<file path="config.mk">
export PLATFORM = sky130hd
export DESIGN_NAME = demux_router
export DESIGN_NICKNAME = d
export VERILOG_FILES = /design/src/rtl/demux_pkg.sv /design/src/rtl/demux_fifo.sv /design/src/rtl/demux_router.sv
export SDC_FILE = /design/constraint.sdc
export NUM_CORES = 1
export LEC_CHECK = 0
export BUFFER_PORTS_ARGS = -buffer_cell sky130_fd_sc_hd__buf_4
export CORE_ASPECT_RATIO = 1.4
export CORE_MARGIN = 2
export CORE_UTILIZATION = 40
export DETAILED_ROUTE_END_ITERATION = 6
export SLEW_MARGIN = 10
export SYNTH_ARGS = -nofsm -noshare
export SYNTH_HDL_FRONTEND = slang
export SYNTH_HIERARCHICAL = 1
export SYNTH_SLANG_ARGS = --single-unit
</file>
<file path="constraint.sdc">
create_clock -name clk -period 2.8 [get_ports clk]
set_input_delay 0 -clock clk [delete_from_list [all_inputs] [get_ports clk]]
set_output_delay 0 -clock clk [all_outputs]
set_load 0.02 [all_outputs]
</file>
<file path="src/rtl/demux_pkg.sv">
// Shared constants and helpers for the demux_router block.
// Optional feature macro: DEMUX_ROUTER_COUNT_EN (per-destination pop counters).
package demux_pkg;

  localparam int WIDTH = 32;

  localparam logic SEL_OUT0 = 1'b0;
  localparam logic SEL_OUT1 = 1'b1;

  // Number of bits needed to index 'value' entries (value >= 2).
  function automatic int clog2(input int value);
    int r;
    r = 0;
    for (int i = 0; i < 31; i++) begin
      if ((1 << i) < value) r = i + 1;
    end
    return r;
  endfunction

endpackage

</file>
<file path="src/rtl/demux_fifo.sv">
// Small synchronous FIFO used as the per-destination buffer of demux_router.
// Head word is forced to zero while empty; push when full and pop when empty
// are ignored so the caller cannot corrupt pointers.
module demux_fifo
  import demux_pkg::*;
#(
  parameter int WIDTH = demux_pkg::WIDTH,
  parameter int DEPTH = 2
) (
  input  logic             clk,
  input  logic             reset,
  input  logic             push,
  input  logic [WIDTH-1:0] push_data,
  input  logic             pop,
  output logic             full,
  output logic             empty,
  output logic [WIDTH-1:0] head
);

  localparam int PW = clog2(DEPTH);
  localparam int CW = PW + 1;

  logic [WIDTH-1:0] mem [DEPTH];
  logic [PW-1:0]    wr_ptr;
  logic [PW-1:0]    rd_ptr;
  logic [CW-1:0]    count;

  logic do_push;
  logic do_pop;

  assign full    = (count == CW'(DEPTH));
  assign empty   = (count == '0);
  assign do_push = push & ~full;
  assign do_pop  = pop & ~empty;
  assign head    = empty ? '0 : mem[rd_ptr];

  // Storage write; contents need no reset because head is masked while empty.
  always_ff @(posedge clk) begin
    if (do_push) mem[wr_ptr] <= push_data;
  end

  // Pointer and occupancy update; pointers wrap naturally since DEPTH is a power of two.
  always_ff @(posedge clk) begin
    if (reset) begin
      wr_ptr <= '0;
      rd_ptr <= '0;
      count  <= '0;
    end else begin
      if (do_push) wr_ptr <= wr_ptr + PW'(1);
      if (do_pop)  rd_ptr <= rd_ptr + PW'(1);
      case ({do_push, do_pop})
        2'b10:   count <= count + CW'(1);
        2'b01:   count <= count - CW'(1);
        default: count <= count;
      endcase
    end
  end

endmodule

</file>
<file path="src/rtl/demux_router.sv">
// demux_router: steers one word stream into two independently buffered outputs.
// Optional feature macro: DEMUX_ROUTER_COUNT_EN adds cnt0/cnt1 pop counters.
//
// Handshake rules (all ports): a transfer happens on the rising edge where
// valid & ready are both high. Producers hold valid/data until accepted;
// in_ready depends on in_sel and FIFO fullness only (never on the pops of the
// same cycle), and is low while reset is high.
module demux_router
  import demux_pkg::*;
#(
  parameter int WIDTH = demux_pkg::WIDTH,
  parameter int DEPTH = 2
) (
  input  logic             clk,
  input  logic             reset,
  input  logic             in_valid,
  output logic             in_ready,
  input  logic             in_sel,
  input  logic [WIDTH-1:0] in_data,
  output logic             out0_valid,
  input  logic             out0_ready,
  output logic [WIDTH-1:0] out0_data,
  output logic             out1_valid,
  input  logic             out1_ready,
`ifdef DEMUX_ROUTER_COUNT_EN
  output logic [WIDTH-1:0] out1_data,
  output logic [31:0]      cnt0,
  output logic [31:0]      cnt1
`else
  output logic [WIDTH-1:0] out1_data
`endif
);

  logic full0, full1;
  logic empty0, empty1;
  logic push0, push1;
  logic pop0, pop1;
  logic accept;

  assign in_ready   = ~reset & ((in_sel == SEL_OUT1) ? ~full1 : ~full0);
  assign accept     = in_valid & in_ready;
  assign push0      = accept & (in_sel == SEL_OUT0);
  assign push1      = accept & (in_sel == SEL_OUT1);
  assign out0_valid = ~empty0;
  assign out1_valid = ~empty1;
  assign pop0       = out0_valid & out0_ready;
  assign pop1       = out1_valid & out1_ready;

  demux_fifo #(.WIDTH(WIDTH), .DEPTH(DEPTH)) u_fifo0 (
    .clk       (clk),
    .reset     (reset),
    .push      (push0),
    .push_data (in_data),
    .pop       (pop0),
    .full      (full0),
    .empty     (empty0),
    .head      (out0_data)
  );

  demux_fifo #(.WIDTH(WIDTH), .DEPTH(DEPTH)) u_fifo1 (
    .clk       (clk),
    .reset     (reset),
    .push      (push1),
    .push_data (in_data),
    .pop       (pop1),
    .full      (full1),
    .empty     (empty1),
    .head      (out1_data)
  );

`ifdef DEMUX_ROUTER_COUNT_EN
  // Completed output handshakes per destination, wrapping at 2^32.
  always_ff @(posedge clk) begin
    if (reset) begin
      cnt0 <= '0;
      cnt1 <= '0;
    end else begin
      if (pop0) cnt0 <= cnt0 + 32'd1;
      if (pop1) cnt1 <= cnt1 + 32'd1;
    end
  end
`endif

endmodule

</file>
-- Word-level counts from Yosys, hierarchy flattened
Memory sizes are Yosys's and may differ from the RTL's. A register that Yosys moved wholly into a read port is not among the register bits.
Index checks and enable logic that the tools add are counted.
W data, S select, Z words.
- register bits after elaboration: 8
- RAM bits: 128
- memories kept: 2
- memory list (name ; depth ; bits a word ; read ports ; clocked after Yosys merged registers in ; wr ports ; line ; text):
    u_fifo0.mem ; 2 ; 32 ; 1 ; 1 ; 1 ; demux_fifo.sv:23 ; logic [WIDTH-1:0] mem [DEPTH];
    u_fifo1.mem ; 2 ; 32 ; 1 ; 1 ; 1 ; demux_fifo.sv:23 ;
- $add $sub $neg: 8
- eq/ne operators: 6
- mux-type cells: 13
- bitwise operators: 16
- reduce and logical (&&, ||, !) cells: 4
- operators with widths (operator ; number):
    $mux W32 ; 2
    $and A1 B1 Y1 ; 10
    $mux W1 ; 9
    $eq A2 B2 Y1 const B ; 4
    $pmux W2 S2 ; 2
    $not A1 Y1 ; 6
    $add A1 B1 Y1 const B ; 4
    $add A2 B1 Y2 const B ; 2
    $eq A2 B1 Y1 const B ; 2
    $logic_not A2 Y1 ; 2
    $reduce_bool A2 Y1 ; 2
    $sub A2 B1 Y2 const B ; 2

-- Logic depth before layout (Yosys ltp)
Gate-level depths: netlist (run 1).
- word-level depth: 9
- gate-level depth with buffers: 9
- mapped depth without buffers: 8

-- Cells and area by module
The synthesis (run 1) kept the hierarchy.
- by module, submodules not included (module ; instances ; cells each ; area an instance (um^2)):
    demux_fifo ; 2 ; 162 ; 2621.3
    demux_router ; 1 ; 8 ; 78.8

-- Worst setup path after synthesis (run 1)
Ideal clock, no wire load.
- kind: reg2reg
- from: register u_fifo0.count[0]
- to: memory u_fifo0.mem[0][0] (enable)
- library setup time: 0.387 ns
- arrival time: 1.963 ns
- path slack: 0.451 ns
- stages on the path, launching flop included: 7
- buffers on the path: 0
- period minus slack after synthesis: 2.349 ns
- cell sequence: dfxtp_1 -> nand2b_2 -> inv_2 -> nor4b_2 -> inv_1 -> or3_1 -> inv_1
- word-level cells in the longest chain between the ends: 9
- ends and longest elaborated chain (element ; line ; text):
    from (decl) ; demux_fifo.sv:26 ; logic [CW-1:0] count;
    from (signal assigned) ; demux_fifo.sv:52 ; 2'b10: count <= count + CW'(1);
    from (signal assigned) ; demux_fifo.sv:53 ; 2'b01: count <= count - CW'(1);
    from (signal assigned) ; demux_fifo.sv:54 ; default: count <= count;
    $eq A2 B2 Y1 ; demux_fifo.sv:31 ; assign full = (count == CW'(DEPTH));
    named net full0 ; demux_router.sv:34 ; logic full0, full1;
    $not A1 Y1 ; demux_router.sv:40 ; assign in_ready = ~reset & ((in_sel == SEL_OUT1) ? ~full1 : ~full0);
    $mux W1 ; demux_router.sv:40 ;
    $and A1 B1 Y1 ; demux_router.sv:40 ;
    $and A1 B1 Y1 ; demux_router.sv:41 ; assign accept = in_valid & in_ready;
    $and A1 B1 Y1 ; demux_router.sv:42 ; assign push0 = accept & (in_sel == SEL_OUT0);
    named net push0 ; demux_router.sv:36 ; logic push0, push1;
    $and A1 B1 Y1 ; demux_fifo.sv:33 ; assign do_push = push & ~full;
    $mux W1 ; demux_fifo.sv:39 ; if (do_push) mem[wr_ptr] <= push_data;
    $mux W1 (not written as such) ; demux_fifo.sv:39 ;
    to (decl) ; demux_fifo.sv:23 ;
The timed path passes the listed nets, and every way through them passes these cells.

-- Worst setup path in the final report (run 1)
- from: register u_fifo0.count[0]
- to: memory u_fifo0.mem[0][9] (enable)
The elaborated chain is that of the path after synthesis.

==> metrics.md, run 1 <==
| Metric | Value |
|---|---|
| Mean routed wirelength per cell | `15.6 um` |
| Clock slew at reported path FFs | `0.05 ns` |
| Slew Limit Fails | `0` |
| Clk_skew | `0.0101 ns` |
| Crit. Startpoint | `u_fifo0/count[0]` |
| CTS tree | `done` |
| Die H | `140 um` |
| Tcrit/Tclk final | `82.2%` |
| Cell Rows | `49` |
| F_max | `0.434 GHz` |
| Crit end category | `register` |
| RSZ-0062 raised after global routing | `no` |
| R2r worst-path depth | `7` |
| DR iter-0 viols | `121` |
| Period minus WS final | `2.30 ns` |
| # Max-Cap Violations | `0` |
| Hold buffer count at cts | `33` |
| Status | `finished, final reports clean` |
| Layout area overhead | `36.9%` |
| P_leak | `2.64 nW` |
| Worst reg-to-reg setup slack | `0.50 ns` |
| First-pass GRT wire length | `16.5 mm` |
| Ant diodes | `0` |
| Worst Path Required | `2.86 ns` |
| Sequential area share after synthesis | `76.0%` |
| Ys Warns | `6` |
| Final setup vio count | `0` |
| Setup_tns | `0 ns` |
| Die Wd | `101 um` |
| Resize count post-CTS | `0` |
| Worst Tran Pin Value | `0.685 ns` |
| Distinct cells, synth | `21` |
| Number of H-tree levels | `4` |
| Slew headroom | `54.3%` |
| Min-delay worst type | `in2reg` |
| Worst-Skew Late Latency | `0.40 ns` |
| Pre-CTS setup slack | `0.551 ns` |
| Class of the most critical setup path | `reg2reg` |
| DR vias | `3126` |
| Buffers on Ports | `104` |
| DRT Pass-1 Iters | `4` |
| Nets | `525` |
| Core ar. | `12900 um2` |
| Syn Area/Cell | `16.0 um2` |
| Syn nets | `372` |
| # clock sinks | `138` |
| Crit path max fanout | `24` |
| I/O pin count | `105` |
| Largest net degree at the start of global routing | `34` |
| Setup repair bufs after CTS | `0` |
| DIE AREA | `14300 um2` |
| Mapped Area | `5320 um2` |
| Hold WS | `0.0529 ns` |
| Vias in the first global route | `3337` |
| Final Util | `56.3%` |
| Detail Placement HPWL | `7.09 mm` |
| Crit path arrival time | `2.36 ns` |
| Total CTS buffers | `17` |
| Worst R2R End | `u_fifo0/mem[0][9]` |
| Starting Density | `41.1%` |
| CTS Buffer Depth | `2` |
| Maximum ir drop on the vdd rail | `0.408 mV` |
| Grt ovf | `0` |
| PwrDens | `658 nW/um2` |
| DRC | `0` |
| Crit path capture | `u_fifo0/mem[0][9]` |
| Final Wtd Congestion | `0.758` |
| Antenna-violating nets left | `0` |
| Mapped Cells | `332` |
| Via density | `4.62` |
| Share of post-route cells with drive strength above 1 | `30.7%` |
| Endpoints failing hold | `0` |
| Total chip power | `4.79 mW` |
| Reg2reg start | `u_fifo0/count[0]` |
| Register bit count reported by yosys | `138` |
| Total Routing Usage GR | `15.7%` |
| Root Buffer | `clkbuf_16` |
| CP Launch Type | `register` |
| Worst setup margin | `0.498 ns` |
| Final WL | `10.5 mm` |
| Fillers | `1033` |
| Initial antenna violation count | `0` |
-- sequential cells by signal, indices dropped and copies added (netlist names), named ones only --
name and count:
u_fifo0/count 2, u_fifo0/mem 64, u_fifo0/rd_ptr 1, u_fifo0/wr_ptr 1, u_fifo1/count 2, u_fifo1/mem 64, u_fifo1/rd_ptr 1, u_fifo1/wr_ptr 1
-- metal layers --
layer / wire [um] / GRT usage, % / vias to the layer above
met3: 390 / 4.44 / 14
met2: 6020 / 29.0 / 63
met5: 0 / 0 / -
met4: 178 / 5.97 / 0
met1: 3930 / 16.5 / 1534
li1: - / - / 1515
-- where the power goes --
part | internal (mW) | total (mW) | switching (mW)
registers | 2.30 | 2.32 | 0.0162
logic | 0.163 | 0.360 | 0.197
clock network | 1.39 | 2.11 | 0.730
-- cells in the mapped netlist --
| library cell | count | share of area [%] |
|---|---|---|
| mux2i_1 | 64 | 12 |
| and3_1 | 2 | 0.24 |
| nor2_1 | 72 | 5.1 |
| inv_2 | 2 | 0.14 |
| a211oi_2 | 1 | 0.24 |
| edfxtp_1 | 128 | 72 |
| a21oi_1 | 4 | 0.38 |
| nor4b_2 | 1 | 0.28 |
| inv_1 | 8 | 0.56 |
| buf_2 | 12 | 1.1 |
| xnor2_1 | 2 | 0.33 |
| nor2b_1 | 3 | 0.35 |
| nand2b_2 | 2 | 0.33 |
| nand2_1 | 2 | 0.14 |
| dfxtp_1 | 10 | 3.8 |
| ha_1 | 2 | 0.47 |
| or3_1 | 4 | 0.47 |
| clkbuf_1 | 2 | 0.14 |
| xor2_1 | 4 | 0.66 |
| o21ai_0 | 6 | 0.56 |
| nor4bb_4 | 1 | 0.47 |
-- cell usage in the layout, fill, tap and decap left out, drive strengths merged, types with 6 or more instances in the layout --
master / instances
dlygate4sd3: 33
inv: 10
clkbuf: 22
dfxtp: 10
o21ai: 6
clkinv: 6
edfxtp: 128
buf: 115
nor2: 72
mux2i: 64
-- logic make-up after synthesis --
family          synth area share [%]
mux                             12.0
flops                           76.0
xor+xnor                       0.988
simple gates                    7.36
compound gates                  1.18
fa+ha+maj                      0.470
buf+inv                         1.98
-- worst min path at each step --
| stage | end | slack, ns | depth (start not counted) | start |
|---|---|---|---|---|
| after CTS | u_fifo0/wr_ptr | 0.05 | 5 | in_sel |
| after global placement | u_fifo0/mem[0][27] | 0.20 | 1 | in_data[27] |
| after global routing | u_fifo0/wr_ptr | 0.06 | 5 | in_sel |
| after detailed placement | u_fifo0/mem[0][27] | 0.21 | 1 | in_data[27] |
| final | u_fifo0/wr_ptr | 0.05 | 5 | in_sel |
| after floorplan | in_ready | 0.05 | 1 | reset |
-- stage by stage --
stage | area [um2] | instances
finish | 7280 | 676
global route | 7280 | 676
CTS | 7280 | 676
detailed placement | 6380 | 611
global placement | 6380 | 611
floorplan | 5320 | 332
-- cell type report --
cell class / instances / area, um2 / area share, %
clock buffers: 22 / 444 / 6.10
multi-input cells: 170 / 1190 / 16.3
well taps: 178 / 223 / 3.06
flip-flops and latches: 138 / 4050 / 55.5
clock inverters: 10 / 125 / 1.72
inverters: 10 / 37.5 / 0.515
repair buffers: 148 / 1220 / 16.7
-- critical path, stage by stage (launching register included) --
cell and delay, ns:
dfxtp_1 0.45, nand2b_2 0.20, inv_2 0.05, nor4b_2 0.37
inv_1 0.08, or3_1 0.37, inv_1 0.08, buf_4 0.33
Power figures use the tool's default switching activity.
==> inputs of run 2 (changes only) <==
--- a/config.mk
+++ b/config.mk
@@ -5,6 +5,7 @@
 export SDC_FILE = /design/constraint.sdc
 export NUM_CORES = 1
 export LEC_CHECK = 0
+export ABC_AREA = 1
 export BUFFER_PORTS_ARGS = -buffer_cell sky130_fd_sc_hd__buf_4
 export CORE_ASPECT_RATIO = 1.4
 export CORE_MARGIN = 2
==> constraint.sdc (replaced) <==
create_clock -name clk -period 2.35 [get_ports clk]
set_input_delay 0 -clock clk [delete_from_list [all_inputs] [get_ports clk]]
set_output_delay 0 -clock clk [all_outputs]
set_load 0.02 [all_outputs]
==> metrics.md, run 2 <==
| Metric | Value |
|---|---|
| Pre-CTS setup slack | `0.409 ns (-0.142 ns)` |
| Sw Pwr | `1.22 mW (+30%)` |
| Period minus WS final | `1.97 ns (-0.332 ns)` |
| First-pass GRT wire length | `18.5 mm (+12%)` |
| Worst hold start | `in_sel` |
| Most common cell after layout, fill and taps aside | `nand2_1` |
| # Max-Cap Violations | `0 (unchanged)` |
| R2r worst-path depth | `13 (+6)` |
| DR vias | `3670 (+17%)` |
| F_max | `0.507 GHz (+17%)` |
| Int Power | `4.59 mW (+19%)` |
| # clock sinks | `138 (unchanged)` |
| Critical Path Max Stage Delay | `0.45 ns (about the same)` |
| Hold Path Sink | `u_fifo0/wr_ptr` |
| Mean routed wirelength per cell | `15.8 um (+1.2%)` |
| Worst-Skew Late Latency | `0.40 ns (about the same)` |
| Final Wtd Congestion | `0.783 (+3.3%)` |
| RSZ-0062 raised after global routing | `no` |
| DRC | `0 (unchanged)` |
| DR iter-0 viols | `198 (+64%)` |
| Largest regs | `u_fifo0/mem x64, u_fifo1/mem x64` |
| Met3 GRT Util | `4.12% (-0.33 points)` |
| CP Launch Type | `register` |
| Met1 GRT Util | `19.4% (+2.9 points)` |
| Core ar. | `13300 um2 (+2.5%)` |
| Asr flop ratio synth | `0% (unchanged)` |
| Cell Rows | `50 (+2.0%)` |
| Crit. Startpoint | `u_fifo1/count[0]` |
| DRT Pass-1 Iters | `4 (unchanged)` |
| P_leak | `2.88 nW (+8.9%)` |
| Mapped Cells | `437 (+32%)` |
| Fillers | `1166 (+13%)` |
| Worst setup margin | `0.380 ns (-0.118 ns)` |
| Global route hottest layer | `met2` |
| Maximum ir drop on the vdd rail | `0.527 mV (+29%)` |
| Global-route track usage on met2 | `31.8% (+2.8 points)` |
| Largest cells by area after synthesis | `edfxtp_1, nand2_1, a21oi_1` |
| Distinct cells, synth | `15 (-29%)` |
| Predominant post-synthesis flop cell | `edfxtp_1` |
| Yosys top cell area share | `71.7% (-0.56 points)` |
| Initial antenna violation count | `0 (unchanged)` |
| Detail Placement HPWL | `7.59 mm (+7.2%)` |
| Synth top cells by count | `nand2_1, edfxtp_1, a21oi_1` |
| Via density | `4.71 (+1.9%)` |
| CTS Buffer Depth | `2 (unchanged)` |
| Mapped Area | `5360 um2 (+0.78%)` |
| CTS tree | `done` |
| Share of post-route cells with drive strength above 1 | `26.3% (-4.4 points)` |
| Grt ovf | `0 (unchanged)` |
| Nets | `625 (+19%)` |
| Worst Hold Depth | `6 (+1)` |
| Total Routing Usage GR | `17.3% (+1.6 points)` |
| Sw Share | `21.0% (+1.4 points)` |
| Vias in the first global route | `3635 (+8.9%)` |
| Syn nets | `477 (+28%)` |
| Worst Tran Pin Value | `0.678 ns (-0.00665 ns)` |
| Crit-path slowest cell | `dfxtp_1` |
| Crit-path cells | `nor2_2, nand2_1, nand4_2, nor2_1, inv_1, nor2_1, inv_2, ha_1, inv_1, nand2_1, nor2_1, nor2_1, nor2_1` |
| Status | `finished, final reports clean` |
| Cell taking the most area after synthesis | `edfxtp_1` |
| Min-delay worst type | `in2reg` |
| Die Wd | `102 um (+0.37%)` |
| Clock power frac | `44.7% (+0.6 points)` |
| Register bit count reported by yosys | `138 (unchanged)` |
| Resize count post-CTS | `0 (unchanged)` |
| Endpoints failing hold | `0 (unchanged)` |
| Most used cell, CP | `nor2_1` |
| Buffers on Ports | `104 (unchanged)` |
| Crit end category | `register` |
| Sequential area share after synthesis | `75.4% (-0.59 points)` |
| Ant diodes | `0 (unchanged)` |
| Most frequent cells in the layout | `nand2_1, edfxtp_1, buf_4, a21oi_1, dlygate4sd3_1` |
| Clock slew at reported path FFs | `0.06 ns (about the same)` |
| DIE AREA | `14400 um2 (+0.75%)` |
| Post-Layout Cell Count | `779 (+15%)` |
| Crit path max fanout | `5 (-79%)` |
| Post-synth EDFFs | `128 (unchanged)` |
| Combinational share of power | `7.8% (+0.3 points)` |
| Setup repair bufs after CTS | `0 (unchanged)` |
| Die H | `141 um (+0.38%)` |
| Ys Warns | `6 (unchanged)` |
| Hold buffer count at cts | `33 (unchanged)` |
| Slew Limit Fails | `0 (unchanged)` |
| Starting Density | `40.4% (-0.70 points)` |
| Clk_skew | `0.00742 ns (-0.00263 ns)` |
| Class of the most critical setup path | `reg2reg` |
| Placed Instances | `715 (+17%)` |
| Layout area overhead | `36.1%` |
| Worst R2R End | `u_fifo1/count[1]` |
| Final WL | `12.3 mm (+17%)` |
| Setup_tns | `0 ns (unchanged)` |
| Total CTS buffers | `17 (unchanged)` |
| PwrDens | `796 nW/um2 (+21%)` |
| Antenna-violating nets left | `0 (unchanged)` |
| Sequential share of power | `47.5% (-0.8 points)` |
| Root Buffer | `clkbuf_16` |
| Reg2reg start | `u_fifo1/count[0]` |
| Crit path arrival time | `2.30 ns (-0.06 ns)` |
| I/O pin count | `105 (unchanged)` |
| Tcrit/Tclk final | `83.9% (+1.6 points)` |
| Final setup vio count | `0 (unchanged)` |
| Largest net degree at the start of global routing | `33 (-2.9%)` |
| Slew headroom | `54.7% (+0.39 points)` |
| Number of H-tree levels | `4 (unchanged)` |
| Worst reg-to-reg setup slack | `0.38 ns (-0.12 ns)` |
| Syn Area/Cell | `12.3 um2 (-23%)` |
| Worst Path Required | `2.68 ns (-0.18 ns)` |
| Most common cell in the synthesized netlist | `nand2_1` |
run 2: cell count changes after synthesis, sizes merged, moves of 3 or more:
cell / previous run / this run
nand2: 2 / 147
mux2i: 64 / 0
a21oi: 4 / 66
nor2: 72 / 33
inv: 10 / 26
buf: 12 / 20
o21ai: 6 / 2
or3: 4 / 0
xor2: 4 / 0
nand4: 0 / 3
nor2b: 3 / 0
run 2: cell families after synthesis:
group	after synthesis	synth area share (%)
AO/OA/AOI/OAI	68	6.35
adder cells (fa/ha/maj)	2	0.467
flip-flops	138	75.4
buffers and inverters	46	4.39
AND/OR/NAND/NOR	183	13.4
run 2: power by group through the flow:
stage                     registers [mW]  clock network [mW]  logic (mW)
final                               2.76                2.60       0.455
after detailed placement            2.81                   0       0.418
after floorplan                     2.81                   0       0.199
after global placement              2.81                   0       0.409
after global routing                2.76                2.75       0.493
after CTS                           2.76                2.63       0.463
run 2: worst max path at each step:
stage / end / slack (ns)
after floorplan: u_fifo0/mem[0][0] / 0.13
after global placement: u_fifo1/count[1] / 0.53
after detailed placement: u_fifo1/count[1] / 0.41
after CTS: u_fifo1/count[1] / 0.40
after global routing: u_fifo1/count[1] / 0.14
final: u_fifo1/count[1] / 0.38
run 2: critical path, delay by kind of cell (launching register included):
kind	cells	cell delay [ns]
adders and majority gates	1	0.33
buffers and inverters	3	0.23
DFF	1	0.45
and+or+nand+nor	9	0.90
run 2: metal layers:
| layer | wire length, um | share of wire (%) |
|---|---|---|
| met3 | 404 | 3.3 |
| met1 | 4810 | 39 |
| met4 | 189 | 1.5 |
| met5 | 0 | 0 |
| met2 | 6870 | 56 |
run 2: layout make-up:
type	count	area, um2	share of cell area, %
clock buffer	19	433	5.93
clock inverter	12	149	2.04
inverter	26	97.6	1.34
multi-input combinational	253	1110	15.2
sequential	138	4040	55.4
tap	182	228	3.12
timing repair buffer	149	1240	17.0
run 2: per-stage QoR:
step / power, mW / hold slack [ns] / utilization (%) / cell area, um2
floorplan: 3.01 / 0.0798 / - / 5370
global placement: 3.22 / 0.199 / 48.2 / 6390
detailed placement: 3.23 / 0.204 / 48.2 / 6390
CTS: 5.86 / 0.0174 / 55.0 / 7300
global route: 6.00 / 0.0532 / 55.0 / 7300
finish: 5.81 / 0.0322 / 55.0 / 7300
